===== config.mk =====
export PLATFORM = sky130hd
export DESIGN_NAME = serial_subtractor
export DESIGN_NICKNAME = d
export VERILOG_FILES = /design/src/rtl/arith_pkg.sv /design/src/rtl/full_subtractor.sv /design/src/rtl/serial_subtractor.sv
export SDC_FILE = /design/constraint.sdc
export NUM_CORES = 1
export LEC_CHECK = 0
export CORE_MARGIN = 3
export CORE_UTILIZATION = 45
export DETAILED_ROUTE_END_ITERATION = 8
export PLACE_DENSITY_LB_ADDON = 0.15
export SLEW_MARGIN = 5
export SYNTH_ARGS = -nofsm -noshare
export SYNTH_HDL_FRONTEND = slang
export SYNTH_SLANG_ARGS = --single-unit

===== constraint.sdc =====
create_clock -name iClk -period 1.29 [get_ports iClk]
set_input_delay 0.387 -clock iClk [delete_from_list [all_inputs] [get_ports iClk]]
set_output_delay 0.387 -clock iClk [all_outputs]
set_load 0.02 [all_outputs]

===== src/rtl/arith_pkg.sv =====
// Shared arithmetic-datapath definitions.
// Holds the control-state encoding used by the bit-serial arithmetic blocks.
package arith_pkg;

   typedef enum logic [1:0] {
      StIdle = 2'd0,
      StRun  = 2'd1,
      StDone = 2'd2
   } state_e;

endpackage


===== src/rtl/full_subtractor.sv =====
// One-bit full subtractor cell: computes iA - iB - iBorrow.
// Ports:
//   iA      input  minuend bit
//   iB      input  subtrahend bit
//   iBorrow input  borrow-in from the previous (less significant) bit
//   oDiff   output difference bit
//   oBorrow output borrow-out toward the next (more significant) bit
module full_subtractor (
   input  logic iA,
   input  logic iB,
   input  logic iBorrow,
   output logic oDiff,
   output logic oBorrow
);

   assign oDiff   = iA ^ iB ^ iBorrow;
   // Borrow when b exceeds a, or when they are equal and a borrow is already pending.
   assign oBorrow = (~iA & iB) | (~(iA ^ iB) & iBorrow);

endmodule


===== src/rtl/serial_subtractor.sv =====
// Bit-serial unsigned subtractor: A - B, LSB first, one bit per clock through a
// single full-subtractor cell with a registered borrow.
// Ports:
//   iClk    input     rising-edge clock
//   iRst    input     synchronous active-high reset
//   iStart  input     request, accepted only while oReady=1
//   iA, iB  input [N] operands, sampled on the accepting edge only
//   oReady  output    high in idle
//   oBusy   output    high while bits are being processed
//   oDone   output    one-cycle pulse, result valid
//   oDiff   output [N] (A - B) mod 2^N, held until the next completion
//   oBorrow output    final borrow, 1 iff A < B
module serial_subtractor
   import arith_pkg::*;
#(
   parameter int unsigned N = 8
) (
   input  logic         iClk,
   input  logic         iRst,
   input  logic         iStart,
   input  logic [N-1:0] iA,
   input  logic [N-1:0] iB,
   output logic         oReady,
   output logic         oBusy,
   output logic         oDone,
   output logic [N-1:0] oDiff,
   output logic         oBorrow
);

   localparam int unsigned   CW      = (N > 1) ? $clog2(N) : 1;
   localparam logic [CW-1:0] LastCnt = CW'(N - 1);

   state_e         state_q;
   logic [N-1:0]   a_q;
   logic [N-1:0]   b_q;
   logic [N-1:0]   res_q;
   logic [N-1:0]   res_d;
   logic [N-1:0]   diff_q;
   logic           borrow_q;
   logic           bout_q;
   logic           done_q;
   logic [CW-1:0]  cnt_q;
   logic           cell_diff;
   logic           cell_borrow;

   full_subtractor u_cell (
      .iA      (a_q[0]),
      .iB      (b_q[0]),
      .iBorrow (borrow_q),
      .oDiff   (cell_diff),
      .oBorrow (cell_borrow)
   );

   // New bit enters at the MSB so that after N shifts bit 0 holds the first (LSB) result.
   if (N == 1) begin : g_res_one
      assign res_d = cell_diff;
   end else begin : g_res_multi
      assign res_d = {cell_diff, res_q[N-1:1]};
   end

   always_ff @(posedge iClk) begin
      if (iRst) begin
         state_q  <= StIdle;
         a_q      <= '0;
         b_q      <= '0;
         res_q    <= '0;
         diff_q   <= '0;
         borrow_q <= 1'b0;
         bout_q   <= 1'b0;
         done_q   <= 1'b0;
         cnt_q    <= '0;
      end else begin
         unique case (state_q)
            StIdle: begin
               done_q <= 1'b0;
               if (iStart) begin
                  a_q      <= iA;
                  b_q      <= iB;
                  borrow_q <= 1'b0;
                  cnt_q    <= '0;
                  state_q  <= StRun;
               end
            end
            StRun: begin
               a_q      <= a_q >> 1;
               b_q      <= b_q >> 1;
               res_q    <= res_d;
               borrow_q <= cell_borrow;
               cnt_q    <= cnt_q + CW'(1);
               if (cnt_q == LastCnt) begin
                  // Published results change only here, so they hold through later runs.
                  state_q <= StDone;
                  done_q  <= 1'b1;
                  diff_q  <= res_d;
                  bout_q  <= cell_borrow;
               end
            end
            StDone: begin
               done_q  <= 1'b0;
               state_q <= StIdle;
            end
            default: begin
               done_q  <= 1'b0;
               state_q <= StIdle;
            end
         endcase
      end
   end

   assign oReady  = (state_q == StIdle);
   assign oBusy   = (state_q == StRun);
   assign oDone   = done_q;
   assign oDiff   = diff_q;
   assign oBorrow = bout_q;

endmodule


==> results of run 1 <==
cells in the final DEF (no fill, tap or decap), drive strengths merged, types with 2 or more instances in the layout:
| master | instances |
|---|---|
| dfxtp | 39 |
| buf | 34 |
| a21oi | 30 |
| nand2 | 23 |
| inv | 18 |
| clkdlybuf4s50 | 17 |
| o221a | 14 |
| nor2 | 10 |
| nand3 | 8 |
| clkbuf | 8 |
| nor3 | 3 |
| a22oi | 2 |
| a32oi | 2 |
| ha | 2 |
synthesized netlist by cell type, drive strengths merged:
master,n
a2bb2oi,1
a21oi,30
dfxtp,39
clkbuf,5
inv,18
fa,1
nor3,3
nor2,10
a311oi,1
nand2b,1
nand2,23
nand3b,1
a22oi,2
o21bai,1
buf,6
mux2i,1
a211oi,1
ha,2
nand3,8
o221a,14
a32oi,2
worst max-delay path by stage:
stage / startpoint / to / cells past startpoint
floorplan: state_q[0]$_SDFFE_PP0P_ / oBusy / 3
global placement: iStart / b_q[0]$_SDFFE_PP0P_ / 4
detailed placement: iStart / b_q[1]$_SDFFE_PP0P_ / 4
CTS: state_q[1]$_SDFFE_PP0P_ / oBusy / 3
global route: state_q[0]$_SDFFE_PP0P_ / oReady / 3
finish: state_q[1]$_SDFFE_PP0P_ / oReady / 3
tightest hold or removal path, delay by kind of cell, from the launching register on:
family,cells,cell delay (ps)
flops,1,320
simple gates,1,50
compound gates,1,50
where the power goes:
| group | switching [W] | leakage, nW | internal [W] |
|---|---|---|---|
| registers | 0.0000327 | 0.321 | 0.00126 |
| clock network | 0.000375 | 0.0386 | 0.000321 |
| logic | 0.000165 | 0.496 | 0.000197 |
routing by layer:
metal | up-vias | share of wire, % | track usage, % | wire (um)
met1 | 681 | 43 | 21.77 | 1636
met3 | 2 | 5.2 | 4.745 | 197
li1 | 687 | - | - | -
met4 | 0 | 0.50 | 7.124 | 19
met5 | - | 0 | 0 | 0
met2 | 41 | 51 | 32.73 | 1910
sequential cells by signal (all words and copies together), names as in the netlist:
signal,count
a_q,8
b_q,8
oDiff,8
res_q,7
cnt_q,3
state_q,2
borrow_q,1
oBorrow,1
oDone,1
stage by stage:
stage	TNS, ps	worst slack (ps)	std cells
floorplan	0	32.66	170
global placement	-9462	-449.8	252
detailed placement	-11360	-535.9	252
CTS	-572.0	-168.4	262
global route	-2491	-212.8	263
finish	-1473	-150.2	263
cell type report:
type                            count  area, sq um
Fill cell                         267        991.0
Sequential cell                    39        789.5
Multi-Input combinational cell    102        684.4
Timing Repair Buffer               52        494.2
Inverter                           18        70.07
Clock buffer                        8        68.82
Tap cell                           44        55.05
what timing repair did:
item	in CTS	in global routing
cloned	1	0
buffers inserted	1	1
gates resized for setup	58	24
pin swaps	2	7
endpoints found under the setup margin	36	33
kinds of logic (layout without fill, tap and decap cells):
group                      Yosys count  after routing  share of synthesized area (%)
and+or+nand+nor                     46             46                          12.94
adders and majority gates            3              3                          2.948
buffers and inverters               29             78                          7.617
DFF                                 39             39                          51.11
muxes                                1              1                         0.6552
AOI/OAI and AO/OA                   52             52                          24.73
==> summary.txt, run 1 <==
Place
  – DP Area: about 2000 sq um
  – GPL Wtd Cong: 0.7182
  – IO buf count: 30
  – DP HPWL: 2.450 mm

Layout
  – Ant. Diodes: 0
  – Share of cells above drive strength 1: 31.96%
  – Synth-to-Final Area Change: 41.52%
  – Nets: between 200 and 250
  – Fin area: 2162 sq um
  – Final Util: 68.57%

Critical path
  – Flop2flop setup slack: -100 ps
  – Reg2reg start: state_q[1]$_SDFFE_PP0P_
  – R2R depth: 7
  – Crit path buf inv count: 2
  – WS Path Type: flop to primary output
  – Critical Path Max Stage Delay: between 300 and 400 ps
  – CP required: 900 ps
  – Crit. End Element: primary output
  – Critical path's slowest cell: dfxtp_2
  – Crit-path leading delay family: flip-flops
  – Crit start category: flop
  – Top cell by count, worst path: buf_6
  – FF-to-FF End: b_q[1]$_SDFFE_PP0P_
  – Crit Path Max Fanout: 3
  – CP cell instances: buf_6, nor2_4, buf_6
  – Arr. time, crit path: around 1100 ps

Yosys
  – Register area share after synthesis: 51.11%
  – Synth Net Count: 192
  – Yosys warnings: 0
  – Mapped Area: between 1500 and 2000 sq um
  – Unique masters post-synth: 24
  – Largest area contributor in the netlist: dfxtp_1
  – Synth Instances: between 150 and 200
  – Top post-synthesis cells by area: dfxtp_1 51%, a21oi_1 9.8%, o221a_2 8.1%
  – Syn Area/Cell: approximately 9 sq um
  – Area share of the largest cell type after synthesis: about 51%
  – Flops & latches, synth: 39

Power
  – Lkg Pwr: 0.8554 nW
  – PnR Total Power: roughly 0.0023 W
  – PwrDens: around 1100 nW/um^2
  – Worst VDD drop: 0.6999 mV

Routing
  – TritonRoute pass-1 iters: 4
  – Average wire per standard cell: between 10 and 15 um
  – Via count: approximately 1400
  – Detailed Route WL: between 3 and 4 mm
  – Vias per cell: between 5 and 6
  – Drt drc: 0
  – Starting DRT DRC Count: just over 70
  – DRT antenna net count: 0

Global route
  – Largest net degree at the start of global routing: 35
  – Congestion Overflow GR: 0
  – Number of global-route vias before repair: ~1400
  – Gr usage total: approximately a fifth
  – Antenna violations before repair: 0
  – First-pass GRT wire length: ~6.1 mm

Die
  – Height of the die: around 64 um
  – Row count: 20
  – Die Span X: 64.27 um
  – Core box area: between 3000 and 4000 sq um
  – Initial Util: between 40% and 50%
  – Die ar.: around 4100 sq um
  – Boundary pin count: 31

CTS
  – Worst skew pair latency: 340 ps
  – CTS buffer count: 5
  – Clock buffer depth: 2
  – CTS tree: yes
  – # hold bufs at CTS: 0
  – CTS sink cnt: 39
  – H-tree levels: 2
  – Clock-pin slew on the worst setup and hold paths: roughly 110 ps
  – Root Buffer: clkbuf_4

Timing
  – Fin crit period: about 1400 ps
  – Slew headroom: 76.01%
  – Final hold violation count: 0
  – Unrepaired setup endpoints after global routing: yes
  – Max Clock Freq: about 700 MHz
  – WHS: 454.3 ps
  – Setup-failing EPs final: 16
  – Final slew viol count: 0
  – Clk_skew: roughly 9 ps
  – Final WS setup: -150.2 ps
  – Final worst path period share: 111.6%
  – Measured slew at the worst slew-check pin: roughly 360 ps

Hold path
  – Hold Path Depth: 2
  – Hold Crit Start: oDiff[1]$_SDFFE_PP0P_
  – Hold endpoint: oDiff[1]$_SDFFE_PP0P_
  – HP Class: flop to flop

Run status
  – Outcome: finished with violations
  – Failing checks: negative setup slack

Job
  – Max_cap viols: 0
(Power assumes the default switching activity.)
==> inputs of run 2 (changes only) <==
--- a/config.mk
+++ b/config.mk
@@ -5,6 +5,7 @@
 export SDC_FILE = /design/constraint.sdc
 export NUM_CORES = 1
 export LEC_CHECK = 0
+export CAP_MARGIN = 20
 export CORE_MARGIN = 3
 export CORE_UTILIZATION = 45
 export DETAILED_ROUTE_END_ITERATION = 8
==> results of run 2 <==
No change in the layout: final DEF, timing and power equal those of run 1.
